## src/rtl/cordic_pkg.sv

```systemverilog
// Shared types and constants for the 16-bit cordic core and its pre-rotation stage.
package cordic_pkg;

   localparam int              W        = 16;
   localparam logic [W-1:0]    HALF_PI  = 16'h3244;
   localparam logic            MODE_ROT = 1'b1;
   localparam logic            MODE_VEC = 1'b0;

   typedef struct packed {
      logic         mode;
      logic [W-1:0] x;
      logic [W-1:0] y;
      logic [W-1:0] z;
      logic         folded;
      logic         sat;
   } cordic_req_t;

   typedef enum logic [1:0] {
      S_EMPTY = 2'd0,
      S_ONE   = 2'd1,
      S_TWO   = 2'd2
   } buf_state_e;

   // Returns {saturated, -v}; the most negative value clamps to the most positive.
   function automatic logic [W:0] neg_sat(input logic [W-1:0] v);
      if (v == {1'b1, {(W-1){1'b0}}})
         return {1'b1, 1'b0, {(W-1){1'b1}}};
      else
         return {1'b0, -v};
   endfunction

endpackage

```

## src/rtl/cordic_prerotate_if.sv

```systemverilog
// Request/response bundle between the upstream source, the pre-rotation stage and the core.
interface cordic_prerotate_if #(
   parameter int W = 16
);
   logic         in_valid;
   logic         in_ready;
   logic         in_mode;
   logic [W-1:0] in_x;
   logic [W-1:0] in_y;
   logic [W-1:0] in_z;
   logic         out_valid;
   logic         out_ready;
   logic         out_mode;
   logic [W-1:0] out_x;
   logic [W-1:0] out_y;
   logic [W-1:0] out_z;
   logic         out_folded;
   logic         out_sat;

   modport slave (
      input  in_valid, in_mode, in_x, in_y, in_z, out_ready,
      output in_ready, out_valid, out_mode, out_x, out_y, out_z, out_folded, out_sat
   );

   modport master (
      output in_valid, in_mode, in_x, in_y, in_z, out_ready,
      input  in_ready, out_valid, out_mode, out_x, out_y, out_z, out_folded, out_sat
   );
endinterface

```

## src/rtl/cordic_prerotate_fold.sv

```systemverilog
// Combinational quadrant fold: brings any operand into the core's |angle| <= pi/2 range.
module cordic_fold
   import cordic_pkg::*;
#(
   parameter logic [W-1:0] HP = HALF_PI
) (
   input  logic         mode_i,
   input  logic [W-1:0] x_i,
   input  logic [W-1:0] y_i,
   input  logic [W-1:0] z_i,
   output cordic_req_t  req_o
);

   logic [W:0] nx;
   logic [W:0] ny;

   assign nx = neg_sat(x_i);
   assign ny = neg_sat(y_i);

   always_comb begin
      req_o        = '0;
      req_o.mode   = mode_i;
      req_o.x      = x_i;
      req_o.y      = y_i;
      req_o.z      = z_i;
      if (mode_i == MODE_ROT) begin
         if ($signed(z_i) > $signed(HP)) begin
            req_o.x      = ny[W-1:0];
            req_o.y      = x_i;
            req_o.z      = z_i - HP;
            req_o.folded = 1'b1;
            req_o.sat    = ny[W];
         end else if ($signed(z_i) < -$signed(HP)) begin
            req_o.x      = y_i;
            req_o.y      = nx[W-1:0];
            req_o.z      = z_i + HP;
            req_o.folded = 1'b1;
            req_o.sat    = nx[W];
         end
      end else if (x_i[W-1]) begin
         // Vectoring: left half-plane rotates toward +x by the quadrant of y.
         req_o.folded = 1'b1;
         if (!y_i[W-1]) begin
            req_o.x   = y_i;
            req_o.y   = nx[W-1:0];
            req_o.z   = z_i + HP;
            req_o.sat = nx[W];
         end else begin
            req_o.x   = ny[W-1:0];
            req_o.y   = x_i;
            req_o.z   = z_i - HP;
            req_o.sat = ny[W];
         end
      end
   end

endmodule

```

## src/rtl/cordic_prerotate.sv

```systemverilog
// Pre-rotation input stage with a two-entry (output + skid) buffer and registered in_ready.
// Optional fold counter port fold_count is enabled by defining CORDIC_PREROT_STATS_EN.
module cordic_prerotate #(
   parameter int                W       = cordic_pkg::W,
   parameter logic [W-1:0]      HALF_PI = cordic_pkg::HALF_PI
) (
   input  logic                clk,
   input  logic                reset,
`ifdef CORDIC_PREROT_STATS_EN
   output logic [15:0]         fold_count,
`endif
   cordic_prerotate_if.slave   bus
);
   import cordic_pkg::*;

   cordic_req_t fold_req;
   cordic_req_t out_q, out_d;
   cordic_req_t skid_q, skid_d;
   buf_state_e  state_q, state_d;
   logic        in_ready_q, in_ready_d;
   logic        out_valid_q, out_valid_d;
   logic        accept;
   logic        pop;

   cordic_fold #(.HP(HALF_PI)) u_fold (
      .mode_i (bus.in_mode),
      .x_i    (bus.in_x),
      .y_i    (bus.in_y),
      .z_i    (bus.in_z),
      .req_o  (fold_req)
   );

   assign accept = bus.in_valid & in_ready_q;
   assign pop    = out_valid_q & bus.out_ready;

   always_comb begin
      state_d = state_q;
      out_d   = out_q;
      skid_d  = skid_q;
      case (state_q)
         S_EMPTY: begin
            if (accept) begin
               out_d   = fold_req;
               state_d = S_ONE;
            end
         end
         S_ONE: begin
            case ({accept, pop})
               2'b10: begin
                  skid_d  = fold_req;
                  state_d = S_TWO;
               end
               2'b01: state_d = S_EMPTY;
               2'b11: out_d   = fold_req;
               default: ;
            endcase
         end
         S_TWO: begin
            if (pop) begin
               out_d   = skid_q;
               state_d = S_ONE;
            end
         end
         default: state_d = S_EMPTY;
      endcase
      // Flags are derived from the next state so both leave flops directly.
      out_valid_d = (state_d != S_EMPTY);
      in_ready_d  = (state_d != S_TWO);
   end

   always_ff @(posedge clk) begin
      if (reset) begin
         state_q     <= S_EMPTY;
         out_q       <= '0;
         skid_q      <= '0;
         out_valid_q <= 1'b0;
         in_ready_q  <= 1'b1;
      end else begin
         state_q     <= state_d;
         out_q       <= out_d;
         skid_q      <= skid_d;
         out_valid_q <= out_valid_d;
         in_ready_q  <= in_ready_d;
      end
   end

   assign bus.in_ready   = in_ready_q;
   assign bus.out_valid  = out_valid_q;
   assign bus.out_mode   = out_q.mode;
   assign bus.out_x      = out_q.x[W-1:0];
   assign bus.out_y      = out_q.y[W-1:0];
   assign bus.out_z      = out_q.z[W-1:0];
   assign bus.out_folded = out_q.folded;
   assign bus.out_sat    = out_q.sat;

`ifdef CORDIC_PREROT_STATS_EN
   logic [15:0] fold_cnt_q, fold_cnt_d;

   always_comb begin
      fold_cnt_d = fold_cnt_q;
      if (accept && fold_req.folded && (fold_cnt_q != 16'hFFFF))
         fold_cnt_d = fold_cnt_q + 16'd1;
   end

   always_ff @(posedge clk) begin
      if (reset)
         fold_cnt_q <= '0;
      else
         fold_cnt_q <= fold_cnt_d;
   end

   assign fold_count = fold_cnt_q;
`endif

endmodule

```

## src/flat_wrapper.sv

```systemverilog
// flat-port wrapper written by rule: the top's interface ports become plain ports
module cordic_prerotate_flat import cordic_pkg::*;
#(
   parameter int                W       = cordic_pkg::W,
   parameter logic [W-1:0]      HALF_PI = cordic_pkg::HALF_PI
)
  (clk, reset, bus_in_valid, bus_in_mode, bus_in_x, bus_in_y, bus_in_z, bus_out_ready, bus_in_ready, bus_out_valid, bus_out_mode, bus_out_x, bus_out_y, bus_out_z, bus_out_folded, bus_out_sat);
  cordic_prerotate_if #(.W(W)) bus_i ();
  input  logic clk;
  input  logic reset;
  input wire logic [$bits(bus_i.in_valid)-1:0] bus_in_valid;
  input wire logic [$bits(bus_i.in_mode)-1:0] bus_in_mode;
  input wire logic [$bits(bus_i.in_x)-1:0] bus_in_x;
  input wire logic [$bits(bus_i.in_y)-1:0] bus_in_y;
  input wire logic [$bits(bus_i.in_z)-1:0] bus_in_z;
  input wire logic [$bits(bus_i.out_ready)-1:0] bus_out_ready;
  output wire logic [$bits(bus_i.in_ready)-1:0] bus_in_ready;
  output wire logic [$bits(bus_i.out_valid)-1:0] bus_out_valid;
  output wire logic [$bits(bus_i.out_mode)-1:0] bus_out_mode;
  output wire logic [$bits(bus_i.out_x)-1:0] bus_out_x;
  output wire logic [$bits(bus_i.out_y)-1:0] bus_out_y;
  output wire logic [$bits(bus_i.out_z)-1:0] bus_out_z;
  output wire logic [$bits(bus_i.out_folded)-1:0] bus_out_folded;
  output wire logic [$bits(bus_i.out_sat)-1:0] bus_out_sat;
  assign bus_i.in_valid = bus_in_valid;
  assign bus_i.in_mode = bus_in_mode;
  assign bus_i.in_x = bus_in_x;
  assign bus_i.in_y = bus_in_y;
  assign bus_i.in_z = bus_in_z;
  assign bus_i.out_ready = bus_out_ready;
  assign bus_in_ready = bus_i.in_ready;
  assign bus_out_valid = bus_i.out_valid;
  assign bus_out_mode = bus_i.out_mode;
  assign bus_out_x = bus_i.out_x;
  assign bus_out_y = bus_i.out_y;
  assign bus_out_z = bus_i.out_z;
  assign bus_out_folded = bus_i.out_folded;
  assign bus_out_sat = bus_i.out_sat;
  cordic_prerotate #(.W(W), .HALF_PI(HALF_PI)) u_core (.clk(clk), .reset(reset), .bus(bus_i));
endmodule
```

## config.mk

```make
export PLATFORM = sky130hd
export DESIGN_NAME = cordic_prerotate_flat
export DESIGN_NICKNAME = d
export VERILOG_FILES = /design/src/rtl/cordic_pkg.sv /design/src/rtl/cordic_prerotate_if.sv /design/src/rtl/cordic_prerotate_fold.sv /design/src/rtl/cordic_prerotate.sv /design/src/flat_wrapper.sv
export SDC_FILE = /design/constraint.sdc
export NUM_CORES = 1
export LEC_CHECK = 0
export ABC_AREA = 1
export BUFFER_PORTS_ARGS = -buffer_cell sky130_fd_sc_hd__buf_4
export CORE_UTILIZATION = 50
export CTS_CLUSTER_DIAMETER = 40
export DETAILED_ROUTE_END_ITERATION = 10
export PLACE_DENSITY = 0.68
export SLEW_MARGIN = 40
export SYNTH_ARGS = -nofsm -noshare
export SYNTH_HDL_FRONTEND = slang
export SYNTH_HIERARCHICAL = 1
export SYNTH_SLANG_ARGS = --single-unit
export TNS_END_PERCENT = 30
```

## constraint.sdc

```tcl
create_clock -name clk -period 2.46 [get_ports clk]
set_clock_uncertainty 0.15 [all_clocks]
set_input_delay 0.246 -clock clk [delete_from_list [all_inputs] [get_ports clk]]
set_output_delay 0.246 -clock clk [all_outputs]
set_load 0.05 [all_outputs]
```

==> results of run 1 <==
-- registers in the layout (all words and copies together) (netlist names) --
signal                 count
u_core/bus.in_ready        1
u_core/state_q             2
u_core/bus.out_valid       1
u_core/bus.out_y          16
u_core/skid_q             51
u_core/bus.out_z          16
u_core/bus.out_sat         1
u_core/bus.out_x          16
u_core/bus.out_folded      1
u_core/bus.out_mode        1
-- worst max path at each step --
| stage | startpoint | to | slack, ns | depth (start not counted) |
|---|---|---|---|---|
| detailed placement | bus_in_z[3] | u_core/bus.out_y[4] | -0.35 | 14 |
| finish | bus_in_z[3] | u_core/bus.out_y[4] | 0.21 | 14 |
| global route | bus_in_z[3] | u_core/bus.out_z[13] | 0.08 | 17 |
| CTS | bus_in_z[3] | u_core/bus.out_y[4] | 0.02 | 14 |
| floorplan | bus_in_z[2] | u_core/bus.out_z[13] | 0.37 | 16 |
| global placement | bus_in_z[3] | u_core/bus.out_z[14] | -0.31 | 17 |
-- per-stage QoR --
| stage | total power [W] | util, % |
|---|---|---|
| after floorplan | 0.003999 | - |
| after global placement | 0.004835 | 59.52 |
| after detailed placement | 0.004851 | 59.52 |
| after CTS | 0.006346 | 61.29 |
| after global routing | 0.006721 | 61.32 |
| final | 0.006341 | 61.32 |
-- kinds of logic after synthesis --
family	synth area share, %
AO/OA/AOI/OAI	11.71
XOR/XNOR	1.767
adder cells (fa/ha/maj)	0.7012
buffers and inverters	12.03
flip-flops	23.78
AND/OR/NAND/NOR	50.01
-- power groups by stage --
stage,Sequential (W),Clock [W],Combinational (W)
2_1_floorplan,0.00263,0,0.00137
3_3_place_gp,0.00210,0,0.00274
3_5_place_dp,0.00210,0,0.00275
4_1_cts,0.00206,0.00152,0.00276
5_1_grt,0.00209,0.00158,0.00305
6_report,0.00206,0.00150,0.00278
-- critical path, delay by kind of cell --
kind | cells | cell delay, ns
AOI/OAI and AO/OA | 1 | 0.13
buffers and inverters | 3 | 0.50
and+or+nand+nor | 9 | 1.21
adders and majority gates | 1 | 0.24
-- cells in the final DEF, fill, tap and decap left out, drive strengths merged, types with 7 or more instances in the layout --
cell type  instances
nand3            247
clkinv             7
a21oi             88
nand2            637
o211ai            32
nor2             167
nand4             15
inv              131
o21ai             65
buf              208
clkbuf            10
dfxtp            106
xor2              18
-- layout make-up --
cell class	count	area [µm²]	share of cell area, %
Multi-Input combinational cell	1291	5747	54.00
Clock inverter	6	67.56	0.6348
Inverter	132	498.0	4.679
Clock buffer	10	239.0	2.245
Sequential cell	106	2123	19.95
Timing Repair Buffer	208	1687	15.85
Tap cell	225	281.5	2.645
-- metal layers --
metal	vias up	part of all wire (%)	global-route usage [%]	wire length, µm
met5	-	0	0	0
met4	0	5.4	21.41	1728
met3	104	6.9	4.415	2199
met2	484	47	58.76	14850
met1	4830	41	43.69	12980
li1	5447	-	-	-
-- repair_timing --
action,CTS,global route
endpoints found under the setup margin,0,22
hold endpoints to repair,0,0
gates resized for setup,0,1
==> results.cfg, run 1 <==
[critical_path]
startpoint_type = input pin
rrSetupSlack_ns = 0.37
required_ns = 2.56
path_class = in2reg
critPathSlowestCell = nor3b_2
crit_path_end_kind = flop
max_stage_delay_ns = 0.34
crit_fanout = 24
path_cells = buf_4 -> inv_1 -> ha_1 -> nor3b_2 -> nand3_1 -> nand3_4 -> buf_4 -> o211ai_1 -> nand2_1 -> nand2_1 -> nand2_1 -> nand2_1 -> nor2_1 -> nor2_1
critPathArrivalTime_ns = 2.35
rr_worst_depth = 6
crit_top_cell = nand2_1
timing.rr.end = u_core/bus.out_z[15]
r2r-start = u_core/state_q[1]

[worst_hold_path]
hold_end = u_core/skid_q[3]
holdPathStages = 3
hold_class = in2reg
hp-start = bus_in_z[1]

[floorplanning]
core_um2 = 17360
start_util_pct = 51.41
boundaryPins = 106
rows = 48
die_w_um = 135.6
die_area_um2 = 18380
die_h_um = 135.6

[cts]
path_clk_slew_ns = 0.07
hold_buffers = 0
cts_root_buf = clkbuf_16
insertion_delay_ns = 0.36
cts_made_buffers = 9
h-tree-depth = 3
postCtsSetupBuffers = 0
clock_sinks = 106
cts_tree = done
clk_path_buf_depth = 2

[power]
power_frac_clock_pct = 23.6
p_seq_share_pct = 32.5
power.switching_w = 0.002796
swShare_pct = 44.10
p_per_area_nw_per_um2 = 595.8
power_leakage_nw = 5.481
power.internal_w = 0.003544
ir_worst_vdd_mv = 0.3948
combPwrFrac_pct = 43.9

[timing]
hold_viol = 0
min_period_ns = 2.246
clock.fmax_ghz = 0.4452
slew_headroom_pct = 58.01
fin_ws_ns = 0.2137
post-route-period-util_pct = 91.31
worst_pin_slew_ns = 0.6298
finalSetupViolCount = 0
final_max_slew_viol_count = 0
fin_setup_tns_ns = 0
hold_slack_ns = 0.04776
rsz0062_at_grt = no

[final_layout]
final_area_um2 = 10640
area_delta_synth_final_pct = 19.28
fill_cells = 1788
drive_gt1_share_pct = 14.15
nets = 1806
antennaDiodeCount = 0
fin_cells = 1978

[grt]
grt_pass1_wl_mm = 51.30
grt_pass1_vias = 9973
antenna_found_initial = 0
grt.overflow.total = 0
grtUsageTotal_pct = 35.46
grt_max_degree = 54

[logic_synthesis]
mappedNetlistNets = 1699
synth.distinct_cells = 33
synth-seq-area-share_pct = 23.78
yosys-top-cells-count = nand2_1, nand3_1, nor2_1, inv_1, dfxtp_1
synth_most_common_cell = nand2_1
async_flop_share_pct = 0
syn-cell-area_um2 = 8922
synth_top_area_cell = nand2_1
synth_area_leaders = nand2_1, dfxtp_1, nand3_1, nor2_1, inv_1
synth.top_cell.area_share_pct = 26.71
synth-edff-count = 0
yosys_warnings = 6
synth-seq-cells = 106
synthCells = 1641
ys.flop_type = dfxtp_1
avgSynthCellArea_um2 = 5.437

[detailed_routing]
drc = 0
routedWlPerCell_um = 16.05
wirelength_mm = 31.75
first_iter_violations = 894
via_per_inst = 5.493
vias = 10870
postRouteAntennaNets = 0
first_pass_iters = 5

[place]
hpwl_mm = 22.34
routabilityCongestion = 0.9946
post-place-ws_ns = -0.3468
port_buffers = 105
dp_cells = 1962
place_area_um2 = 10330

[flow_run]
drv_cap = 0

[status]
status = complete, no violations
(Power assumes the default switching activity.)
==> inputs of run 2 (changes only) <==
Settings changed: CORE_UTILIZATION 50 to 60, PLACE_DENSITY 0.68 to 0.8.
==> run 2 against run 1 <==
  * Routed wire length decreased by 0.95%
  * Die area decreased by 16%
  * Setup slack improved by 0.021 ns
  * First-iteration DRC count increased by 64%
  * Via count increased by 2.9%
  * Power about the same
  * Critical endpoint is now u_core/bus.out_x[12]
  * Largest cell class unchanged
  * Highest routed layer unchanged
==> results.cfg, run 2 (synthesized netlist as in run 1, its figures left out) <==
[status]
status = complete, no violations

[floorplanning]
rows = 44
start_util_pct = 61.39
core_um2 = 14530
die_h_um = 123.9
boundaryPins = 106
die_area_um2 = 15360
die_w_um = 123.9

[grt]
grt_max_degree = 53
grtUsageTotal_pct = 41.87
grt_pass1_wl_mm = 49.89
grt_pass1_vias = 10140
antenna_found_initial = 0
grt.overflow.total = 0

[cts]
cts_made_buffers = 9
hold_buffers = 0
clock_sinks = 106
path_clk_slew_ns = 0.07
postCtsSetupBuffers = 0
cts_tree = done
h-tree-depth = 3
cts_root_buf = clkbuf_16
ctsResizeCount = 0
insertion_delay_ns = 0.36
clk_path_buf_depth = 2

[detailed_routing]
drc = 0
first_pass_iters = 7
wirelength_mm = 31.45
postRouteAntennaNets = 0
first_iter_violations = 1470
vias = 11180
routedWlPerCell_um = 16.48
via_per_inst = 5.860

[timing]
min_period_ns = 2.225
post-route-period-util_pct = 90.44
final_max_slew_viol_count = 0
clock.fmax_ghz = 0.4494
finalSetupViolCount = 0
hold_slack_ns = 0.04842
hold_viol = 0
rsz0062_at_grt = no
worst_pin_slew_ns = 0.6628
slew_headroom_pct = 55.81

[worst_hold_path]
hp-start = bus_in_z[1]
holdPathStages = 3
hold_class = in2reg

[final_layout]
regMostFlops = u_core/skid_q
regArea_um2 = 2123
final_common_cell = nand2_1
area_delta_synth_final_pct = 15.97
antennaDiodeCount = 0
multi_input_area_um2 = 5744
final_util_pct = 71.19
drive_gt1_share_pct = 12.65
fill_cells = 1343
largest_reg_flops = 51
nets = 1778
final_cell_mix = nand2_1, nand3_1, buf_4, nor2_1, inv_1

[critical_path]
r2r-start = u_core/state_q[0]
rr_worst_depth = 5
critPathArrivalTime_ns = 2.33
cp-startpoint = bus_in_z[3]
crit_path_end_kind = flop
path_class = in2reg
crit_fanout = 11
startpoint_type = input pin
required_ns = 2.56

[place]
hpwl_mm = 21.11
routabilityCongestion = 1.004
port_buffers = 105

[power]
power_w = 0.006344
ir_worst_vdd_mv = 0.4772
power_leakage_nw = 5.337
p_per_area_nw_per_um2 = 613.1

[flow_run]
drv_cap = 0
run 2: cell types whose count changed in the layout (fill, tap and decap cells not counted), sizes merged:
cell | before | now
bufinv | 0 | 1
buf | 208 | 180
clkinv | 7 | 6
clkbuf | 10 | 9
run 2: worst paths after layout:
kind	endpoint	slack, ns
max	u_core/bus.out_x[12]	0.24
min	u_core/skid_q[3]	0.05
max reg2reg	u_core/skid_q[13]	0.69
min reg2reg	u_core/skid_q[34]	0.31
run 2: critical path, stage by stage:
cell and delay [ns]:
buf_4 0.12, inv_1 0.09, ha_1 0.24, nor3b_2 0.31
nand3_1 0.17, nand3_4 0.18, buf_4 0.22, o211ai_1 0.11
nand2_1 0.08, nand2_1 0.21, nand2_1 0.14, nand2_1 0.05
nor2_1 0.10, nor2_1 0.05
run 2: layout make-up:
class	instances	area share (%)
repair buffers	180	14.03
clock buffers	9	2.177
flip-flops and latches	106	20.52
well taps	184	2.225
multi-input cells	1291	55.51
inverters	132	4.813
clock inverters	6	0.7255
run 2: power by group:
group          switching [W]  internal, W  leakage, nW
Sequential          0.000127      0.00193        0.869
Clock               0.000709     0.000804        0.150
Combinational        0.00194     0.000828         4.32
run 2: layer usage:
layer / global-route usage, % / wire (µm)
met3: 8.929 / 3220
met4: 29.84 / 1896
met1: 51.33 / 12330
met5: 0 / 0
met2: 64.97 / 14010
run 2: per-stage QoR:
| step | cells | setup slack (ns) | setup TNS, ns | area [µm²] |
|---|---|---|---|---|
| 2_1_floorplan | 1641 | 0.3705 | 0 | 8922 |
| 3_3_place_gp | 1893 | -0.1258 | -2.936 | 10040 |
| 3_5_place_dp | 1893 | -0.1865 | -3.722 | 10040 |
| 4_1_cts | 1908 | 0.1661 | 0 | 10340 |
| 5_1_grt | 1908 | 0.01760 | 0 | 10350 |
| 6_report | 1908 | 0.2351 | 0 | 10350 |
==> inputs of run 3 (changes only) <==
Settings changed: BUFFER_PORTS_ARGS -buffer_cell sky130_fd_sc_hd__buf_4 to -buffer_cell sky130_fd_sc_hd__buf_2, MAX_ROUTING_LAYER set to met4.
==> run 3 against run 2 <==
  * Clock-buffer cell count unchanged
  * Sequential power about the same
  * Setup slack worse by 0.10 ns
  * Die area unchanged
  * Sequential cell count unchanged
==> results.cfg, run 3 (synthesized netlist as in run 1, its figures left out) <==
[status]
status = complete, no violations

[final_layout]
drive_gt1_share_pct = 13.20
final_cell_mix = nand2_1, nand3_1, nor2_1, inv_1
nets = 1788
final_util_pct = 70.16
largest_reg_flops = 51
final_common_cell = nand2_1
area_delta_synth_final_pct = 14.29
fin_cells = 1921
regMostFlops = u_core/skid_q

[critical_path]
max_stage_delay_ns = 0.34
critPathArrivalTime_ns = 2.43
crit_top_cell = nand2_1
crit_path_end_kind = flop
rrSetupSlack_ns = 0.46
path_cells = buf_2 -> inv_1 -> ha_1 -> nor3b_2 -> nand3_1 -> nand3_4 -> buf_12 -> nand3_1 -> o211ai_1 -> nand2_1 -> nand2_1 -> nand2_1 -> nor2_1 -> nor2_1
critPathSlowestCell = nor3b_2
crit_fanout = 37
required_ns = 2.56
path_class = in2reg
startpoint_type = input pin

[place]
post-place-ws_ns = -0.2866
port_buffers = 105
routabilityCongestion = 1.024
dp_cells = 1903
hpwl_mm = 21.46

[grt]
grt.overflow.total = 0
grtUsageTotal_pct = 42.49
antenna_found_initial = 2
grt_pass1_vias = 9872
grt_max_degree = 65
grt_pass1_wl_mm = 48.92

[floorplanning]
start_util_pct = 61.39
die_area_um2 = 15360
core_um2 = 14530
rows = 44
die_h_um = 123.9
die_w_um = 123.9
boundaryPins = 106

[timing]
finalSetupViolCount = 0
hold_slack_ns = 0.04156
fin_setup_tns_ns = 0
clock.fmax_ghz = 0.4301
final_max_slew_viol_count = 0
fin_ws_ns = 0.1351
worst_pin_slew_ns = 0.6757
post-route-period-util_pct = 94.51
slew_headroom_pct = 54.95
hold_viol = 0
rsz0062_at_grt = no
min_period_ns = 2.325

[detailed_routing]
first_iter_violations = 1411
routedWlPerCell_um = 16.38
vias = 11230
via_per_inst = 5.845
wirelength_mm = 31.47
drc = 0
postRouteAntennaNets = 0
first_pass_iters = 5

[cts]
path_clk_slew_ns = 0.08
hold_buffers = 0
cts_root_buf = clkbuf_16
postCtsSetupBuffers = 0
h-tree-depth = 3
cts_tree = done
clock_sinks = 106
cts_made_buffers = 9
clk_path_buf_depth = 2
ctsResizeCount = 0
insertion_delay_ns = 0.36

[worst_hold_path]
hold_class = in2reg

[power]
p_per_area_nw_per_um2 = 616.0
power_leakage_nw = 5.338
ir_worst_vdd_mv = 0.6249

[flow_run]
drv_cap = 0
-- run 3: cell types whose count changed in the layout (fill, tap and decap cells not counted) --
cell,previous run,this run
diode_2,0,2
buf_2,0,105
buf_12,8,9
clkinv_2,1,0
clkinv_4,1,2
buf_4,172,76
clkinv_8,0,1
-- run 3: cell type report --
type                            count  area, µm²
Antenna cell                        2      5.005
Clock buffer                        9      225.2
Clock inverter                      7      95.09
Fill cell                        1382       4337
Inverter                          132      498.0
Multi-Input combinational cell   1291       5744
Sequential cell                   106       2123
Tap cell                          184      230.2
Timing Repair Buffer              190       1276
-- run 3: layer usage --
layer	vias to the layer above	share of wire (%)	track usage [%]
met3	159	9.9	7.738
met2	697	45	65.66
li1	5412	-	-
met1	4961	38	49.83
met5	-	0	-
met4	0	6.9	29.84
-- run 3: worst max-delay path: cells and delay by family --
| family | cells | cell delay, ns |
|---|---|---|
| AND/OR/NAND/NOR | 9 | 1.37 |
| buffers and inverters | 3 | 0.44 |
| adder cells (fa/ha/maj) | 1 | 0.26 |
| AO/OA/AOI/OAI | 1 | 0.08 |
-- run 3: report_power, final --
part | leakage, nW | internal (W) | switching (W)
clock | 0.157 | 0.000821 | 0.000750
combinational | 4.31 | 0.000722 | 0.00193
sequential | 0.869 | 0.00193 | 0.000123
-- run 3: path summary, 6_finish.rpt --
kind                                   startpoint              endpoint  cells after the start
worst max-delay path                  bus_in_z[3]   u_core/bus.out_y[6]                     14
worst min-delay path                  bus_in_z[1]      u_core/skid_q[3]                      3
worst max register to register  u_core/state_q[1]  u_core/bus.out_z[15]                      6
worst min register to register  u_core/skid_q[29]     u_core/skid_q[29]                      2
-- run 3: through the flow --
stage,power (W),cell area [µm²]
3_5_place_dp,0.004688,9867
3_3_place_gp,0.004654,9867
4_1_cts,0.006249,10190
2_1_floorplan,0.003999,8922
6_report,0.006281,10200
5_1_grt,0.006654,10200
